## src/rtl/mult_cdb_buffer_pkg.sv

```systemverilog
// Shared constants and packed types for the multiply result buffer.
// Latency and backpressure: none, this file holds types only.
package mult_cdb_buffer_pkg;

  localparam int MULT_LAT   = 4;
  localparam int FIFO_DEPTH = 4;
  localparam int TAG_W      = 6;
  localparam int ROB_W      = 5;

  typedef struct packed {
    logic             valid;
    logic [TAG_W-1:0] tag;
    logic [ROB_W-1:0] rob;
  } mult_tag_t;

  typedef struct packed {
    logic [TAG_W-1:0] tag;
    logic [ROB_W-1:0] rob;
    logic [63:0]      value;
  } mult_result_t;

  // Pointer increment that wraps at a power-of-two depth.
  function automatic int unsigned wrap_inc(input int unsigned ptr, input int unsigned depth);
    return (ptr + 1) % depth;
  endfunction

endpackage

```

## src/rtl/mult_cdb_buffer_if.sv

```systemverilog
// Issue-side and CDB-side handshake bundle of the multiply result buffer.
// Latency: none, wires only; backpressure carried by issue_ready and cdb_grant.
interface mult_cdb_buffer_if;
  import mult_cdb_buffer_pkg::*;

  logic             issue_valid;
  logic [TAG_W-1:0] issue_tag;
  logic [ROB_W-1:0] issue_rob;
  logic             issue_ready;

  logic             cdb_req;
  logic             cdb_grant;
  logic [TAG_W-1:0] cdb_tag;
  logic [ROB_W-1:0] cdb_rob;
  logic [63:0]      cdb_value;

  // master: the RS issue port plus the CDB arbiter; slave: the buffer itself.
  modport master (
    output issue_valid, issue_tag, issue_rob, cdb_grant,
    input  issue_ready, cdb_req, cdb_tag, cdb_rob, cdb_value
  );

  modport slave (
    input  issue_valid, issue_tag, issue_rob, cdb_grant,
    output issue_ready, cdb_req, cdb_tag, cdb_rob, cdb_value
  );

endinterface

```

## src/rtl/mult_cdb_buffer_tag_shadow.sv

```systemverilog
// Shift register of {valid,tag,rob} running alongside the multiplier pipeline.
// Latency: LAT cycles load-to-last; no backpressure, flush clears every valid.
module mult_cdb_buffer_tag_shadow
  import mult_cdb_buffer_pkg::*;
#(
  parameter int LAT   = MULT_LAT,
  parameter int CNT_W = $clog2(LAT + 1)
) (
  input  logic             clk,
  input  logic             rst_n,
  input  logic             flush,
  input  mult_tag_t        load,
  output mult_tag_t        last,
  output logic [CNT_W-1:0] inflight
);

  mult_tag_t stage [LAT];

  always_ff @(posedge clk or negedge rst_n) begin
    if (!rst_n) begin
      for (int i = 0; i < LAT; i++) stage[i] <= '0;
      inflight <= '0;
    end else if (flush) begin
      for (int i = 0; i < LAT; i++) stage[i] <= '0;
      inflight <= '0;
    end else begin
      stage[0] <= load;
      for (int i = 1; i < LAT; i++) stage[i] <= stage[i-1];
      // The last stage always shifts out, so its valid bit always leaves the count.
      inflight <= inflight + CNT_W'(load.valid) - CNT_W'(stage[LAT-1].valid);
    end
  end

  assign last = stage[LAT-1];

endmodule

```

## src/rtl/mult_cdb_buffer.sv

```systemverilog
// Tracks tags of in-flight multiplies, captures products and queues them for the CDB.
// Latency: issue to cdb_req is LAT+1 cycles; issue_ready drops when in-flight plus buffered reaches DEPTH.
module mult_cdb_buffer
  import mult_cdb_buffer_pkg::*;
#(
  parameter int LAT   = MULT_LAT,
  parameter int DEPTH = FIFO_DEPTH
) (
  input  logic                     clk,
  input  logic                     rst_n,
  input  logic                     flush,
  mult_cdb_buffer_if.slave         bus,
  output logic                     mult_start,
  input  logic                     mult_done,
  input  logic [63:0]              mult_product
);

  localparam int PTR_W = (DEPTH > 1) ? $clog2(DEPTH) : 1;
  localparam int CNT_W = $clog2(DEPTH + 1);
  localparam int IF_W  = $clog2(LAT + 1);
  localparam int CR_W  = $clog2(LAT + DEPTH + 1);

  mult_tag_t         shadow_load;
  mult_tag_t         shadow_last;
  logic [IF_W-1:0]   inflight;

  mult_result_t      mem [DEPTH];
  mult_result_t      head_entry;
  mult_result_t      push_entry;
  logic [PTR_W-1:0]  head;
  logic [PTR_W-1:0]  tail;
  logic [CNT_W-1:0]  fifo_count;
  logic [CR_W-1:0]   credits;
  logic              push;
  logic              pop;

  // Credits come from registers only so issue_ready never combinationally depends on grant.
  assign credits         = CR_W'(inflight) + CR_W'(fifo_count);
  assign bus.issue_ready = (credits < CR_W'(DEPTH));
  assign mult_start      = bus.issue_valid & bus.issue_ready & ~flush;

  always_comb begin
    shadow_load       = '0;
    shadow_load.valid = mult_start;
    shadow_load.tag   = bus.issue_tag;
    shadow_load.rob   = bus.issue_rob;
  end

  mult_cdb_buffer_tag_shadow #(
    .LAT   (LAT),
    .CNT_W (IF_W)
  ) u_shadow (
    .clk      (clk),
    .rst_n    (rst_n),
    .flush    (flush),
    .load     (shadow_load),
    .last     (shadow_last),
    .inflight (inflight)
  );

  // A done with an invalid shadow entry belongs to a squashed op and is dropped here.
  assign push = mult_done & shadow_last.valid & ~flush;
  assign pop  = bus.cdb_grant & (fifo_count != '0) & ~flush;

  always_comb begin
    push_entry       = '0;
    push_entry.tag   = shadow_last.tag;
    push_entry.rob   = shadow_last.rob;
    push_entry.value = mult_product;
  end

  always_ff @(posedge clk or negedge rst_n) begin
    if (!rst_n) begin
      head       <= '0;
      tail       <= '0;
      fifo_count <= '0;
    end else if (flush) begin
      head       <= '0;
      tail       <= '0;
      fifo_count <= '0;
    end else begin
      if (push) tail <= PTR_W'(wrap_inc(32'(tail), DEPTH));
      if (pop)  head <= PTR_W'(wrap_inc(32'(head), DEPTH));
      fifo_count <= fifo_count + CNT_W'(push) - CNT_W'(pop);
    end
  end

  // Storage is not reset; the head is only exposed while the FIFO is non-empty.
  always_ff @(posedge clk) begin
    if (push) mem[tail] <= push_entry;
  end

  assign head_entry    = mem[head];
  assign bus.cdb_req   = (fifo_count != '0);
  assign bus.cdb_tag   = bus.cdb_req ? head_entry.tag   : '0;
  assign bus.cdb_rob   = bus.cdb_req ? head_entry.rob   : '0;
  assign bus.cdb_value = bus.cdb_req ? head_entry.value : '0;

  a_no_overflow : assert property (@(posedge clk) disable iff (!rst_n)
    !(push && !pop && (fifo_count == CNT_W'(DEPTH))));

endmodule

```

## src/flat_wrapper.sv

```systemverilog
// flat-port wrapper written by rule: the top's interface ports become plain ports
module mult_cdb_buffer_flat import mult_cdb_buffer_pkg::*;
#(
  parameter int LAT   = MULT_LAT,
  parameter int DEPTH = FIFO_DEPTH
)
  (clk, rst_n, flush, mult_start, mult_done, mult_product, bus_issue_valid, bus_issue_tag, bus_issue_rob, bus_cdb_grant, bus_issue_ready, bus_cdb_req, bus_cdb_tag, bus_cdb_rob, bus_cdb_value);
  mult_cdb_buffer_if bus_i ();
  input  logic clk;
  input  logic rst_n;
  input  logic flush;
  output logic mult_start;
  input  logic mult_done;
  input  logic [63:0] mult_product;
  input wire logic [$bits(bus_i.issue_valid)-1:0] bus_issue_valid;
  input wire logic [$bits(bus_i.issue_tag)-1:0] bus_issue_tag;
  input wire logic [$bits(bus_i.issue_rob)-1:0] bus_issue_rob;
  input wire logic [$bits(bus_i.cdb_grant)-1:0] bus_cdb_grant;
  output wire logic [$bits(bus_i.issue_ready)-1:0] bus_issue_ready;
  output wire logic [$bits(bus_i.cdb_req)-1:0] bus_cdb_req;
  output wire logic [$bits(bus_i.cdb_tag)-1:0] bus_cdb_tag;
  output wire logic [$bits(bus_i.cdb_rob)-1:0] bus_cdb_rob;
  output wire logic [$bits(bus_i.cdb_value)-1:0] bus_cdb_value;
  assign bus_i.issue_valid = bus_issue_valid;
  assign bus_i.issue_tag = bus_issue_tag;
  assign bus_i.issue_rob = bus_issue_rob;
  assign bus_i.cdb_grant = bus_cdb_grant;
  assign bus_issue_ready = bus_i.issue_ready;
  assign bus_cdb_req = bus_i.cdb_req;
  assign bus_cdb_tag = bus_i.cdb_tag;
  assign bus_cdb_rob = bus_i.cdb_rob;
  assign bus_cdb_value = bus_i.cdb_value;
  mult_cdb_buffer #(.LAT(LAT), .DEPTH(DEPTH)) u_core (.clk(clk), .rst_n(rst_n), .flush(flush), .bus(bus_i), .mult_start(mult_start), .mult_done(mult_done), .mult_product(mult_product));
endmodule
```

## config.mk

```make
export PLATFORM = sky130hd
export DESIGN_NAME = mult_cdb_buffer_flat
export DESIGN_NICKNAME = d
export VERILOG_FILES = /design/src/rtl/mult_cdb_buffer_pkg.sv /design/src/rtl/mult_cdb_buffer_if.sv /design/src/rtl/mult_cdb_buffer_tag_shadow.sv /design/src/rtl/mult_cdb_buffer.sv /design/src/flat_wrapper.sv
export SDC_FILE = /design/constraint.sdc
export NUM_CORES = 1
export LEC_CHECK = 0
export CAP_MARGIN = 25
export CORE_MARGIN = 4
export CORE_UTILIZATION = 30
export DETAILED_ROUTE_END_ITERATION = 7
export DONT_BUFFER_PORTS = 1
export GPL_TIMING_DRIVEN = 1
export PLACE_DENSITY = 0.56
export REMOVE_ABC_BUFFERS = 1
export SYNTH_ARGS = -nofsm -noshare
export SYNTH_HDL_FRONTEND = slang
export SYNTH_HIERARCHICAL = 1
export SYNTH_SLANG_ARGS = --single-unit
```

## constraint.sdc

```tcl
create_clock -name clk -period 3.92 [get_ports clk]
set_clock_uncertainty 0.2 [all_clocks]
set_input_delay 0.784 -clock clk [delete_from_list [all_inputs] [get_ports clk]]
set_output_delay 0.784 -clock clk [all_outputs]
set_load 0.01 [all_outputs]
```

==> metrics.txt, run 1 <==
run status complete, no violations; fin util a little over a third; H-tree levels 2; HPWL Detailed about 15000 um; Syn Area/Cell ~21 um^2; Starting DRT DRC Count about 330; Fin. Hold Viols 0; largest net degree at the start of global routing between 70 and 80; Crit path largest cell delay roughly 0.85 ns; via count roughly 6000; Die Wd about 220 um; Slowest-stage cell, CP dfrtp_4; Max Slew Vio Count 0; largest fanout on the critical path 29; CTS tree done; GRT met1 Usage between 10% and 20%; grt met3 use roughly 4.9%; Nets around 760; Synth Flop Type edfxtp_1; top cell type's share of synthesized area between 60% and 70%; die area between 40000 and 50000 um^2; flops & latches, synth approximately 360; share of layout cells above drive strength 1 22.6%; crit end category primary output; Buf+Inv Stages, Crit Path 1; crit start category flip-flop; most frequent cells in the layout edfxtp_1, mux4_2, and2_1, dfrtp_1, nor2b_1; Worst EP arrival 2.53 ns; Post-synth EDFFs 300; crit path kind flip-flop to primary output; cell count after synthesis between 600 and 700; Slew @ Worst Pin 0.862 ns; grt peak-use layer met2; Pre-antenna DRT Iters 6; Synth area leader edfxtp_1; area of the core about 45000 um^2; die extent in y approximately 220 um; number of global-route vias before repair 6438; sequential area share after synthesis around 77%; maximum clock insertion buffer count 3; first-pass GRT wire length between 40000 and 50000 um; CTS Buf Count 42; final worst slack around 0.41 ns; Final min period 3.51 ns; # fillers approximately 4100; Area Overhead vs Synth 14.6%; clk_lat worst skew between 0.5 and 0.6 ns; maximum clock frequency ~280 MHz; CP cell instances buf_12 > mux4_2 > and2_1; RePlAce Congestion 0.663; final setup vio count 0; library cells used by synthesis 28; placed cell area between 10000 and 15000 um^2; Total Routed Length about 27000 um; via/cell ratio 4.52; WP data required slightly below 3 ns; Reg clk slew, reported paths approximately 0.060 ns; Post-synth ARST share 16.2%; DRC 0; antenna-violating nets left 0; Power Density approximately 600 nW/um^2; commonest non-fill, non-tap cell in the layout edfxtp_1; area of the multi-input gates 2880 um^2; Pwr Total between 0.009 and 0.01 W; Leakage roughly 5.2 nW; grt ovf 0; number of synthesis warnings 6; Final Cycle Share between 80 and 90%; max_cap viols 0; DR WL/cell 20.7 um; antenna cell count 0; # IOs between 150 and 200; Area contributors post-synth edfxtp_1, mux4_2, dfrtp_1; mapped cell area approximately 14000 um^2; met2 usage roughly 17%; Initial Utilization between 30% and 40%; post-CTS setup buffer count 0; clock root cell clkbuf_16; Global Route Usage Sum 11.0%; post-route cell area between 15000 and 20000 um^2; Setup WS pre-CTS roughly 0.7 ns; initial antenna violation count 0; clock sink count 358; Slew Limit Headroom between 40 and 50%; peak supply drop 0.483 mV; Register Area approximately 10000 um^2; input/output buffers 0; number of cell rows 77; worst min path class input pin to flip-flop; critical path's top delay family flip-flops; unrepaired setup endpoints after global routing no
timing repair:
action | 4_1_cts | 5_1_grt
hold endpoints to repair | 58 | 0
hold buffers | 2 | 0
gates resized for setup | 0 | 0
endpoints found under the setup margin | 0 | 0
registers in the layout, indices dropped and copies added, names as in the netlist:
signal,cells
u_core/u_shadow/inflight,3
u_core/u_shadow/stage,36
u_core/fifo_count,3
u_core/tail,2
u_core/u_shadow/last,12
u_core/head,2
u_core/mem,300
routing by layer:
metal / routed length, um / vias up / share of wire [%]
met1: 11000 / 3093 / 41
li1: - / 2545 / -
met3: 2410 / 48 / 9.0
met2: 12600 / 145 / 47
met4: 634 / 0 / 2.4
met5: 0 / - / 0
where the power goes:
| part | leakage [nW] | switching (W) | internal (W) |
|---|---|---|---|
| Sequential | 3.48 | 0.0000981 | 0.00417 |
| Combinational | 1.03 | 0.000794 | 0.000570 |
| Clock | 0.649 | 0.00148 | 0.00228 |
| Total | 5.16 | 0.00237 | 0.00701 |
final cells by class:
type                    count  share of cell area, %
flip-flops and latches    358                   66.9
multi-input cells         243                   18.4
clock buffers              59                   7.46
well taps                 592                   4.74
repair buffers             13                   1.17
clock inverters            17                   1.09
inverters                   8                  0.192
cell usage after synthesis (2+ instances only):
cell and count:
edfxtp_1 300, and2_1 79, mux4_2 75, dfrtp_1 58
nor2b_1 52, buf_2 14, buf_4 13, clkbuf_1 13
ha_1 10, inv_1 8, nor2_1 7, buf_12 3
a21bo_2 2, a21oi_1 2, fa_1 2, mux2_2 2
xnor3_1 2
stage by stage:
step | hold WS (ns) | std cells | setup TNS, ns
after global placement | 0.241 | 1212 | 0
after floorplan | 0.239 | 609 | -68.16
after CTS | 0.0541 | 1290 | 0
final | 0.100 | 1290 | 0
after global routing | 0.0624 | 1290 | 0
after detailed placement | 0.247 | 1212 | 0
cells by family after synthesis:
kind of cell / synth area share, %
buffers and inverters: 2.33
XOR/XNOR: 0.330
multiplexers: 12.5
AO/OA/AOI/OAI: 0.339
AND/OR/NAND/NOR: 6.60
adder cells (fa/ha/maj): 1.21
flip-flops: 76.6
worst paths after layout:
path,from,to,slack [ns],cells after the start
min,flush,u_core/u_shadow/stage[45]$_DFF_PN0_,0.10,1
max,u_core/head[0]$_DFFE_PN0P_,bus_cdb_value[56],0.41,3
max reg2reg,u_core/fifo_count[2]$_DFF_PN0_,u_core/u_shadow/inflight[2]$_DFF_PN0_,0.72,11
max in group asynchronous,rst_n,u_core/head[0]$_DFFE_PN0P_,2.67,2
min in group asynchronous,rst_n,u_core/u_shadow/last[6]$_DFF_PN0_,0.59,2
min reg2reg,u_core/u_shadow/stage[21]$_DFF_PN0_,u_core/u_shadow/last[9]$_DFF_PN0_,0.26,1
(Power assumes the default switching activity.)
==> inputs of run 2 (changes only) <==
CTS_CLUSTER_DIAMETER = 150   (was unset)
==> results of run 2 <==
The final DEF is identical to that of run 1; final timing and power are the same.
==> inputs of run 3 (changes only) <==
CAP_MARGIN = 10   (was 25)
CORE_UTILIZATION = 47   (was 30)
PLACE_DENSITY = 0.74   (was 0.56)
==> metrics.txt, run 3 (synthesis gave the netlist of run 1 again) <==
run status complete, no violations; first-pass GRT wire length between 30000 and 40000 um; Total Routed Length 23900 um; # fillers 2178; worst min path class input pin to flip-flop; H-tree levels 2; Global Route Usage Sum approximately 15%; commonest non-fill, non-tap cell in the layout edfxtp_1; Fin. Hold Viols 0; setup TNS 0 ns; final setup vio count 0; dpl cells between 1000 and 1500; Initial Utilization between 40% and 50%; Worst EP arrival 2.56 ns; Pre-antenna DRT Iters 4; Die Wd between 150 and 200 um; die area 31800 um^2; antenna cell count 0; Reg clk slew, reported paths 0.06 ns; Cell Count, Final, Fillers Out 1075; most frequent cells in the layout edfxtp_1, mux4_2, and2_1, dfrtp_1, nor2b_1; peak supply drop between 0.2 and 0.25 mV; CTS tree done; maximum clock insertion buffer count 3; maximum clock frequency 282 MHz; Final Cycle Share between 90 and 100%; crit path kind flip-flop to primary output; crit end category primary output; Max Slew Vio Count 0; via count between 5000 and 6000; number of cell rows between 60 and 70; Min Hold Slack 0.132 ns; unrepaired setup endpoints after global routing no; reg-to-reg slack, setup ~0.96 ns; via/cell ratio around 5.3; Crit path largest cell delay between 0.8 and 0.9 ns; largest net degree at the start of global routing between 70 and 80; clock root cell clkbuf_16; max FFs per register 300; HPWL Detailed roughly 14000 um; crit start category flip-flop; critical path's top delay family flip-flops; Buf+Inv Stages, Crit Path 1; largest fanout on the critical path 34; initial antenna violation count 0; CTS Buf Count 37; die extent in y about 180 um; clk_lat worst skew 0.51 ns; RePlAce Congestion around 0.7; share of layout cells above drive strength 1 21.7%; Slew Limit Headroom 54.5%; Starting DRT DRC Count ~420; grt ovf 0; number of global-route vias before repair between 6000 and 7000; DR WL/cell about 22 um; area of the core approximately 29000 um^2; input/output buffers 0; final worst slack between 0.3 and 0.4 ns; clock sink count 358; DRC 0; Slew @ Worst Pin 0.682 ns; Area Overhead vs Synth 11.1%; WP data required 2.94 ns; PostCTS Resize Cnt 0; Setup WS pre-CTS ~0.86 ns; Power Density a little under 600 nW/um^2; Final min period 3.55 ns; Leakage between 5 and 6 nW; # IOs about 160; largest register by flop count u_core/mem; max_cap viols 0; CP cell instances buf_4 > mux4_2 > and2_1; Slowest-stage cell, CP dfrtp_4; antenna-violating nets left 0; Nets between 700 and 800
[run 3: cell types whose count changed in the layout (fill, tap and decap cells not counted), sizes merged]
cell,change
buf,+2
clkinvlp,-2
clkinv,+14
inv,-3
bufinv,-1
clkbuf,-17
[run 3: through the flow]
stage	power [W]	cell area, um^2	util, %
finish	0.00877	15200	52.8
detailed placement	0.00564	14000	48.7
CTS	0.00890	15100	52.8
global placement	0.00559	14000	48.7
floorplan	0.00536	13400	-
global route	0.00920	15200	52.8
[run 3: timing repair]
item | CTS | global route
hold buffers | 2 | 0
hold endpoints to repair | 58 | 0
setup buffers | 0 | 0
[run 3: worst reg2reg max path: cells and delay by family, from the launching register on]
kind | cells | cell delay (ns)
buf+inv | 4 | 0.35
xor+xnor | 1 | 0.22
simple gates | 3 | 0.56
flops | 1 | 0.42
fa+ha+maj | 4 | 1.11
[run 3: power by group]
group | leakage, nW | switching, W | internal [W]
registers | 3.48 | 0.0000965 | 0.00416
logic | 1.04 | 0.000712 | 0.000586
clock network | 0.556 | 0.00134 | 0.00187
[run 3: metal layers]
metal / wire [um] / track usage, % / share of wire, % / up-vias
met3: 2370 / 5.72 / 9.9 / 36
met4: 486 / 4.19 / 2.0 / 0
met1: 8960 / 18.5 / 38 / 2989
li1: - / - / - / 2528
met5: 0 / 0 / 0 / -
met2: 12000 / 25.3 / 50 / 194
[run 3: path summary, 6_finish.rpt]
path / start / to / depth (start not counted)
worst min-delay path: flush / u_core/u_shadow/last[2]$_DFF_PN0_ / 1
max in group asynchronous: rst_n / u_core/head[0]$_DFFE_PN0P_ / 2
worst max register to register: u_core/fifo_count[2]$_DFF_PN0_ / u_core/u_shadow/inflight[2]$_DFF_PN0_ / 12
min in group asynchronous: rst_n / u_core/u_shadow/last[2]$_DFF_PN0_ / 2
worst max-delay path: u_core/head[0]$_DFFE_PN0P_ / bus_cdb_value[56] / 3
worst min register to register: u_core/u_shadow/stage[14]$_DFF_PN0_ / u_core/u_shadow/last[2]$_DFF_PN0_ / 1
[run 3: layout make-up]
| type | count | area, um^2 | share of cell area, % |
|---|---|---|---|
| Sequential cell | 358 | 10500 | 69.0 |
| Timing Repair Buffer | 15 | 173 | 1.14 |
| Multi-Input combinational cell | 243 | 2880 | 19.0 |
| Inverter | 8 | 30.0 | 0.198 |
| Clock buffer | 42 | 945 | 6.23 |
| Tap cell | 384 | 480 | 3.17 |
| Clock inverter | 25 | 189 | 1.25 |
